===== src/rtl/mux_pkg.sv =====
// Shared constants for the N-to-1 valid/ready multiplexer.
package mux_pkg;

    localparam logic MODE_FIXED = 1'b0;
    localparam logic MODE_RR    = 1'b1;

endpackage


===== src/rtl/rr_arbiter_n.sv =====
// Round-robin arbiter: one-hot grant to the first requester at or after ptr, with wrap.
module rr_arbiter_n #(
    parameter  int N     = 8,
    localparam int SEL_W = $clog2(N)
) (
    input  logic             Clock,
    input  logic             Reset_n,
    input  logic [N-1:0]     req,
    input  logic             en,
    output logic [N-1:0]     gnt,
    output logic [SEL_W-1:0] gnt_idx,
    output logic             found
);

    logic [SEL_W-1:0] ptr;
    int               scan_idx;

    always_comb begin
        gnt      = '0;
        gnt_idx  = '0;
        found    = 1'b0;
        scan_idx = 0;
        for (int off = 0; off < N; off++) begin
            scan_idx = int'(ptr) + off;
            if (scan_idx >= N) scan_idx = scan_idx - N;
            if (!found && req[scan_idx]) begin
                found         = 1'b1;
                gnt_idx       = SEL_W'(scan_idx);
                gnt[scan_idx] = 1'b1;
            end
        end
    end

    // Pointer moves just past the granted channel, so that channel has lowest priority next.
    always_ff @(posedge Clock or negedge Reset_n) begin
        if (!Reset_n) begin
            ptr <= '0;
        end else if (en && found) begin
            if (gnt_idx == SEL_W'(N - 1)) ptr <= '0;
            else                          ptr <= gnt_idx + SEL_W'(1);
        end
    end

endmodule


===== src/rtl/mux_nx1_rr.sv =====
// N-input W-bit multiplexer with fixed or round-robin channel selection and one output register.
// Handshake: a word moves when valid && ready on the same rising edge; valid never waits on ready.
module mux_nx1_rr
    import mux_pkg::*;
#(
    parameter  int N     = 8,
    parameter  int W     = 8,
    localparam int SEL_W = $clog2(N)
) (
    input  logic             Clock,
    input  logic             Reset_n,
    input  logic [N*W-1:0]   I,
    input  logic [N-1:0]     I_valid,
    output logic [N-1:0]     I_ready,
    input  logic [SEL_W-1:0] Sel,
    input  logic             Mode,
    output logic [W-1:0]     y,
    output logic             y_valid,
    input  logic             y_ready,
    output logic [SEL_W-1:0] y_chan
);

    localparam logic [SEL_W:0] N_EXT = (SEL_W + 1)'(N);

    logic [N-1:0]     rr_gnt;
    logic [SEL_W-1:0] rr_idx;
    logic             rr_found;
    logic [SEL_W:0]   sel_ext;
    logic [SEL_W-1:0] cand;
    logic             cand_found;
    logic             load_en;
    logic             xfer;
    logic [W-1:0]     cand_word;

    assign load_en = !y_valid || y_ready;
    assign sel_ext = {1'b0, Sel};

    rr_arbiter_n #(.N(N)) u_arb (
        .Clock   (Clock),
        .Reset_n (Reset_n),
        .req     (I_valid),
        .en      (xfer && (Mode == MODE_RR)),
        .gnt     (rr_gnt),
        .gnt_idx (rr_idx),
        .found   (rr_found)
    );

    // An out-of-range Sel leaves no candidate, so nothing is offered a ready.
    always_comb begin
        cand       = '0;
        cand_found = 1'b0;
        if (Mode == MODE_RR) begin
            cand       = rr_idx;
            cand_found = rr_found;
        end else begin
            cand       = Sel;
            cand_found = (sel_ext < N_EXT);
        end
    end

    always_comb begin
        I_ready = '0;
        if (Reset_n && load_en && cand_found) begin
            if (Mode == MODE_RR) I_ready = rr_gnt;
            else                 I_ready[cand] = 1'b1;
        end
    end

    assign xfer      = |(I_valid & I_ready);
    assign cand_word = I[int'(cand)*W +: W];

    always_ff @(posedge Clock or negedge Reset_n) begin
        if (!Reset_n) begin
            y       <= '0;
            y_chan  <= '0;
            y_valid <= 1'b0;
        end else if (load_en) begin
            if (xfer) begin
                y       <= cand_word;
                y_chan  <= cand;
                y_valid <= 1'b1;
            end else begin
                y_valid <= 1'b0;
            end
        end
    end

endmodule


===== config.mk =====
export PLATFORM = sky130hd
export DESIGN_NAME = mux_nx1_rr
export DESIGN_NICKNAME = d
export VERILOG_FILES = /design/src/rtl/mux_pkg.sv /design/src/rtl/rr_arbiter_n.sv /design/src/rtl/mux_nx1_rr.sv
export SDC_FILE = /design/constraint.sdc
export NUM_CORES = 1
export LEC_CHECK = 0
export CAP_MARGIN = 20
export CORE_MARGIN = 4
export CORE_UTILIZATION = 25
export CTS_CLUSTER_DIAMETER = 80
export DETAILED_ROUTE_END_ITERATION = 10
export PLACE_DENSITY = 0.5
export SETUP_SLACK_MARGIN = 0.02
export SLEW_MARGIN = 5
export SYNTH_ARGS = -nofsm -noshare
export SYNTH_HDL_FRONTEND = slang
export SYNTH_SLANG_ARGS = --single-unit

===== constraint.sdc =====
create_clock -name Clock -period 12.9 [get_ports Clock]
set_input_delay 2.58 -clock Clock [delete_from_list [all_inputs] [get_ports Clock]]
set_output_delay 2.58 -clock Clock [all_outputs]
set_load 0.01 [all_outputs]

==> results of run 1 <==
[power by group through the flow]
stage                clock, W  sequential [W]  combinational, W
floorplan                   0       0.0000949          0.000737
global placement            0       0.0000926           0.00104
detailed placement          0       0.0000929           0.00101
CTS                 0.0000639       0.0000926           0.00102
global route        0.0000659       0.0000958           0.00111
finish              0.0000628       0.0000925           0.00105
[worst reg2reg max path, stage by stage (launching register included)]
cell and delay, ns:
dfrtp_1 0.32, buf_4 0.37, inv_2 0.26, ha_1 0.34
buf_4 0.30, mux4_1 0.76, mux2i_1 0.84, nand4_4 0.35
o21ai_2 0.40, a22oi_1 0.25, a221oi_2 0.32, buf_4 0.25
and3_1 0.53, mux2_1 0.37
[logic make-up (layout without fill, tap and decap cells)]
group / count (synthesis) / after routing / share of synthesized area, %
buffers and inverters: 45 / 124 / 6.95
DFF: 15 / 15 / 10.9
AOI/OAI and AO/OA: 124 / 124 / 28.2
adders and majority gates: 9 / 9 / 3.28
muxes: 64 / 64 / 24.0
xor gates and xnor gates: 5 / 5 / 1.27
and+or+nand+nor: 158 / 158 / 25.4
[final timing paths]
| kind | from | endpoint | slack (ns) | depth (start not counted) |
|---|---|---|---|---|
| setup / recovery | I_valid[1] | I_ready[2] | 3.81 | 8 |
| hold / removal | y_chan[2] | y_chan[2] | 0.49 | 1 |
| setup reg to reg | flop | y_chan[2] | 7.12 | 13 |
| hold reg to reg | y_chan[2] | y_chan[2] | 0.49 | 1 |
| max in group asynchronous | Reset_n | u_arb.ptr[2] | 9.63 | 1 |
| min in group asynchronous | Reset_n | y_valid | 2.79 | 1 |
[routing by layer]
layer | vias to the layer above | global-route usage (%) | wire, µm
met4 | 0 | 7.02 | 733
li1 | 1836 | - | -
met2 | 226 | 29.3 | 6850
met5 | - | 0 | 0
met1 | 1952 | 22.1 | 5680
met3 | 59 | 3.37 | 1250
[flip-flops by register name, summed over array words and instances (netlist names), named ones only]
name,cells
y_valid,1
y,8
y_chan,3
u_arb.ptr,2
[cell usage in the layout, fill, tap and decap left out, types with 4 or more instances in the layout]
cell type        instances
a211oi_1                 6
a21oi_1                 14
a31oi_1                  7
and2_1                   8
and3_1                   6
buf_4                    9
clkdlybuf4s50_1         98
dfrtp_1                 15
ha_1                     9
inv_1                   12
mux2_2                  29
mux2i_1                 21
mux4_2                   7
nand2_1                 27
nand2b_1                 9
nand3_1                 17
nand4_1                 13
nor2_1                  24
nor2b_1                  6
nor3_1                  11
nor4_1                   9
o21ai_0                 10
o221ai_1                 6
o22ai_1                 14
o2bb2ai_1                7
o31a_1                   5
o31ai_1                 11
or2_2                    5
or3_1                    7
xor2_1                   4
[stage by stage]
step / util (%) / instance area, µm² / total power [W] / cells
2_1_floorplan: - / 3440 / 0.000832 / 420
3_3_place_gp: 33.9 / 4520 / 0.00113 / 671
3_5_place_dp: 33.9 / 4520 / 0.00111 / 671
4_1_cts: 34.5 / 4610 / 0.00117 / 675
5_1_grt: 34.5 / 4610 / 0.00127 / 675
6_report: 34.5 / 4610 / 0.00120 / 675
[final cells by class]
type,instances,share of cell area [%]
inverter,13,1.06
multi-input combinational,360,61.5
sequential,15,8.15
tap,176,4.78
clock inverter,1,0.163
timing repair buffer,107,22.8
clock buffer,3,1.63
==> impl_metrics.csv, run 1 <==
group,metric,value,unit
outcome,status,"complete, no violations",
clocking,insertion_delay,0.25,ns
timing,rsz0062_at_grt,"no",
pwr,pwr-share-clk,5.2,%
pwr,netSwitchingPower,0.000698,W
place,io_buffer_count,98,
pwr,seq_power_share,7.7,%
floorplanning,rows,42,
setup_path,cpLargestDelayFamily,"multiplexers",
clocking,cts_resized,0,
synth,yosys-top-cells-count,"mux2_2, nand2_1, nor2_1, mux2i_1, nand3_1",
synth,ys_async_sr_fraction,100,%
timing,timing.setup.tns,0,ns
clocking,cts.path.max_buffers,2,
setup_path,crit_top_cell,"clkdlybuf4s50_1",
synth,synth-edff-count,0,
synth,synth_seq_cells,15,
place,dpl_worst_slack,3.84,ns
pwr,peakVddDrop,0.0000850,V
synth,synth_top_area_cell,"dfrtp_1",
synth,ys_seq_area_share,10.9,%
detailed_routing,vias,4073,
detailed_routing,drc,0,
detailed_routing,ant_nets,0,
setup_path,slowest_delay,0.86,ns
clocking,cts_buffers,3,
detailed_routing,drtPass1Iterations,6,
detailed_routing,wl_per_cell,21.5,µm
cells_and_area,layout.area.seq,375,µm²
cells_and_area,diodes,0,
timing,fin_ws,3.81,ns
min_path,hold_class,"flop to flop",
global_routing,grt_max_degree,37,
setup_path,path_buf_inv,2,
setup_path,worstPathArrival,6.51,ns
pwr,combPwrFrac,87.1,%
timing,tightest_slew,1.06,ns
floorplanning,die_area,15700,µm²
detailed_routing,wl,14.5,mm
global_routing,grt-ovfl-total,0,
floorplanning,ios,99,
setup_path,cp_max_fo,11,
timing,period_minus_slack,9.09,ns
synth,syn_area,3440,µm²
clocking,tritoncts,"done",
pwr,powerDensity,261,nW/µm²
floorplanning,start_util,25.8,%
clocking,cts-root-buf,"clkbuf_16",
global_routing,grt_pass1_vias,4067,
timing,setup_violations,0,
timing,finClkSkew,0.00310,ns
synth,ys_warn_count,0,
pwr,swShare,58.0,%
detailed_routing,drtIter0Drc,479,
clocking,h-tree-depth,1,
cells_and_area,drive_gt1_share,14.8,%
cells_and_area,n_fill_cell,1436,
timing,whs,0.493,ns
place,dpl.hpwl,11.3,mm
floorplanning,die_height,125,µm
flow_run,maxCapViolCount,0,
place,globalplace.congestion,0.935,
cells_and_area,syn_to_final_growth,34.0,%
pwr,internal_power,0.000506,W
global_routing,gr-usage-all-layers,17.5,%
synth,synth.top_cell.area_share,10.9,%
global_routing,grt_antenna_before_repair,0,
setup_path,cp-end-kind,"primary output",
detailed_routing,avgViaCountPerCell,6.03,
synth,syn-mean-instance-area,8.19,µm²
synth,netlist_instances,420,
setup_path,cp.required,10.32,ns
setup_path,startpoint_type,"input port",
timing,drv_slew,0,
setup_path,critical_path_class,"input port to primary output",
synth,yosysMostFrequentCell,"mux2_2",
cells_and_area,fin_nets,588,
timing,period_share,70.5,%
setup_path,slowest_stage,"mux2i_1",
synth,syn-num-nets,508,
floorplanning,die_x,125,µm
timing,hold_viol,0,
setup_path,path_cells,"clkdlybuf4s50_1 -> mux4_1 -> mux2i_1 -> nand3_1 -> a2111oi_0 -> a2111oi_1 -> a221oi_2 -> clkdlybuf4s50_1",
timing,max-slew-margin-rel,27.0,%
synth,yosysUniqueCellTypes,79,
cells_and_area,multi_input_area,2830,µm²
synth,synth_area_leaders,"dfrtp_1, mux2_2, mux2i_1, mux4_2, ha_1",
clocking,path_clk_slew,0.05,ns
pwr,power.leakage,1.63,nW
global_routing,grt_pass1_wl,22.4,mm
floorplanning,coreArea,13300,µm²
timing,fmax,0.110,GHz
clocking,hold_buffers,0,
clocking,cts_setup_buffers,0,
synth,synth-main-ff-cell,"dfrtp_1",
clocking,clock-sinks,15,
Power figures use the tool's default switching activity.
==> inputs of run 2 (changes only) <==
==> constraint.sdc (replaced) <==
create_clock -name Clock -period 8.7 [get_ports Clock]
set_input_delay 1.74 -clock Clock [delete_from_list [all_inputs] [get_ports Clock]]
set_output_delay 1.74 -clock Clock [all_outputs]
set_load 0.01 [all_outputs]
==> impl_metrics.csv, run 2 (synthesis results as in run 1) <==
group,metric,value,unit
outcome,status,"complete, no violations",
pwr,netSwitchingPower,0.00104,W
cells_and_area,layout_common_cells,"clkdlybuf4s50_1, mux2_2, nand2_1, nor2_1, mux2i_1",
floorplanning,die_x,125,µm
detailed_routing,wl,14.9,mm
flow_run,maxCapViolCount,0,
cells_and_area,largestRegisters,"y (8), y_chan (3), u_arb.ptr (2)",
pwr,seq_power_share,6.8,%
global_routing,grt_antenna_before_repair,0,
timing,period_share,82.6,%
setup_path,r2r-end,"y_chan[1]",
floorplanning,die_area,15700,µm²
cells_and_area,n_fill_cell,1413,
floorplanning,ios,99,
cells_and_area,multi_input_area,2830,µm²
clocking,insertion_delay,0.25,ns
clocking,h-tree-depth,1,
floorplanning,die_height,125,µm
clocking,cts_buffers,3,
clocking,cts_setup_buffers,0,
detailed_routing,drc,0,
setup_path,startpoint_type,"input port",
pwr,peakVddDrop,0.000133,V
timing,timing.setup.tns,0,ns
timing,tightest_slew,0.971,ns
timing,fmax,0.139,GHz
min_path,hold_class,"flop to flop",
setup_path,worstPathArrival,5.44,ns
timing,hold_viol,0,
cells_and_area,syn_to_final_growth,34.4,%
floorplanning,rows,42,
cells_and_area,largest_reg_flops,8,
timing,setup_violations,0,
setup_path,cp-end-kind,"primary output",
cells_and_area,final_common_cell,"clkdlybuf4s50_1",
detailed_routing,drtIter0Drc,569,
clocking,cts-root-buf,"clkbuf_16",
setup_path,rr_worst_depth,14,
pwr,powerDensity,390,nW/µm²
setup_path,critical_path_class,"input port to primary output",
pwr,pwr-share-clk,5.2,%
place,globalplace.congestion,0.970,
clocking,clock-sinks,15,
detailed_routing,wl_per_cell,22.0,µm
setup_path,cp.required,6.96,ns
pwr,swShare,57.6,%
pwr,power.leakage,1.64,nW
clocking,cts.path.max_buffers,2,
clocking,path_clk_slew,0.05,ns
cells_and_area,drive_gt1_share,15.2,%
detailed_routing,drtPass1Iterations,5,
detailed_routing,ant_nets,0,
pwr,combPwrFrac,88.0,%
timing,drv_slew,0,
global_routing,gr-usage-all-layers,18.2,%
min_path,hold_end,"y_chan[1]",
detailed_routing,avgViaCountPerCell,5.98,
global_routing,grt_pass1_vias,4104,
cells_and_area,fin_nets,590,
floorplanning,start_util,25.8,%
global_routing,grt_max_degree,36,
clocking,hold_buffers,0,
cells_and_area,top_register,"y",
pwr,internal_power,0.000764,W
clocking,cts_resized,0,
timing,rsz0062_at_grt,"no",
timing,max-slew-margin-rel,33.4,%
place,io_buffer_count,98,
timing,period_minus_slack,7.18,ns
pwr,fin_total_pwr,0.00180,W
setup_path,cp_max_fo,8,
clocking,tritoncts,"done",
min_path,hp-start,"y_chan[1]",
place,dpl.hpwl,11.8,mm
setup_path,reg2reg_from,"u_arb.ptr[1]",
min_path,hold_depth,1,
global_routing,grt_pass1_wl,23.3,mm
setup_path,rrSetupSlack,3.22,ns
floorplanning,coreArea,13300,µm²
detailed_routing,vias,4046,
timing,finClkSkew,0.00339,ns
cells_and_area,layout.area.seq,375,µm²
cells_and_area,diodes,0,
global_routing,grt-ovfl-total,0,
## run 2: cell count changes in the layout (fill, tap and decap cells not counted), sizes merged
| cell | delta |
|---|---|
| buf | +2 |
## run 2: metrics by stage
step	instance area (µm²)	util [%]	setup WS, ns	instances	hold slack (ns)
2_1_floorplan	3440	-	3.23	420	0.534
3_3_place_gp	4540	34.0	1.60	673	0.479
3_5_place_dp	4540	34.0	1.55	673	0.484
4_1_cts	4620	34.6	1.55	677	0.498
5_1_grt	4620	34.6	1.33	677	0.504
6_report	4620	34.6	1.52	677	0.495
## run 2: how the worst max path moves through the flow
stage	end	from
after floorplan	I_ready[2]	I_valid[7]
after detailed placement	I_ready[2]	I_valid[0]
after global routing	I_ready[2]	I_valid[6]
after CTS	I_ready[2]	I_valid[0]
after global placement	I_ready[2]	I_valid[0]
final	I_ready[2]	I_valid[6]
## run 2: critical path, stage by stage
cell and delay [ns]:
clkdlybuf4s50_1 0.58, mux4_1 0.69, mux2i_1 0.55, buf_4 0.26, nand3_1 0.08, nor4_1 0.34, o21ai_1 0.13, a221oi_2 0.44
clkdlybuf4s50_1 0.63
## run 2: power by group through the flow
stage          combinational, W  sequential, W   clock, W
2_1_floorplan           0.00109       0.000141          0
3_3_place_gp            0.00158       0.000123          0
3_5_place_dp            0.00154       0.000124          0
4_1_cts                 0.00155       0.000123  0.0000949
5_1_grt                 0.00169       0.000128  0.0000968
6_report                0.00158       0.000123  0.0000932
## run 2: layout make-up
type	count	area share, %
clock inverter	1	0.162
tap	176	4.76
clock buffer	3	1.62
multi-input combinational	360	61.3
inverter	13	1.06
sequential	15	8.12
timing repair buffer	109	23.0
## run 2: per-layer routing
metal,global-route usage (%),routed length [µm]
met2,31.3,7220
met5,0,0
met1,24.1,6040
met4,4.53,390
met3,2.77,1230
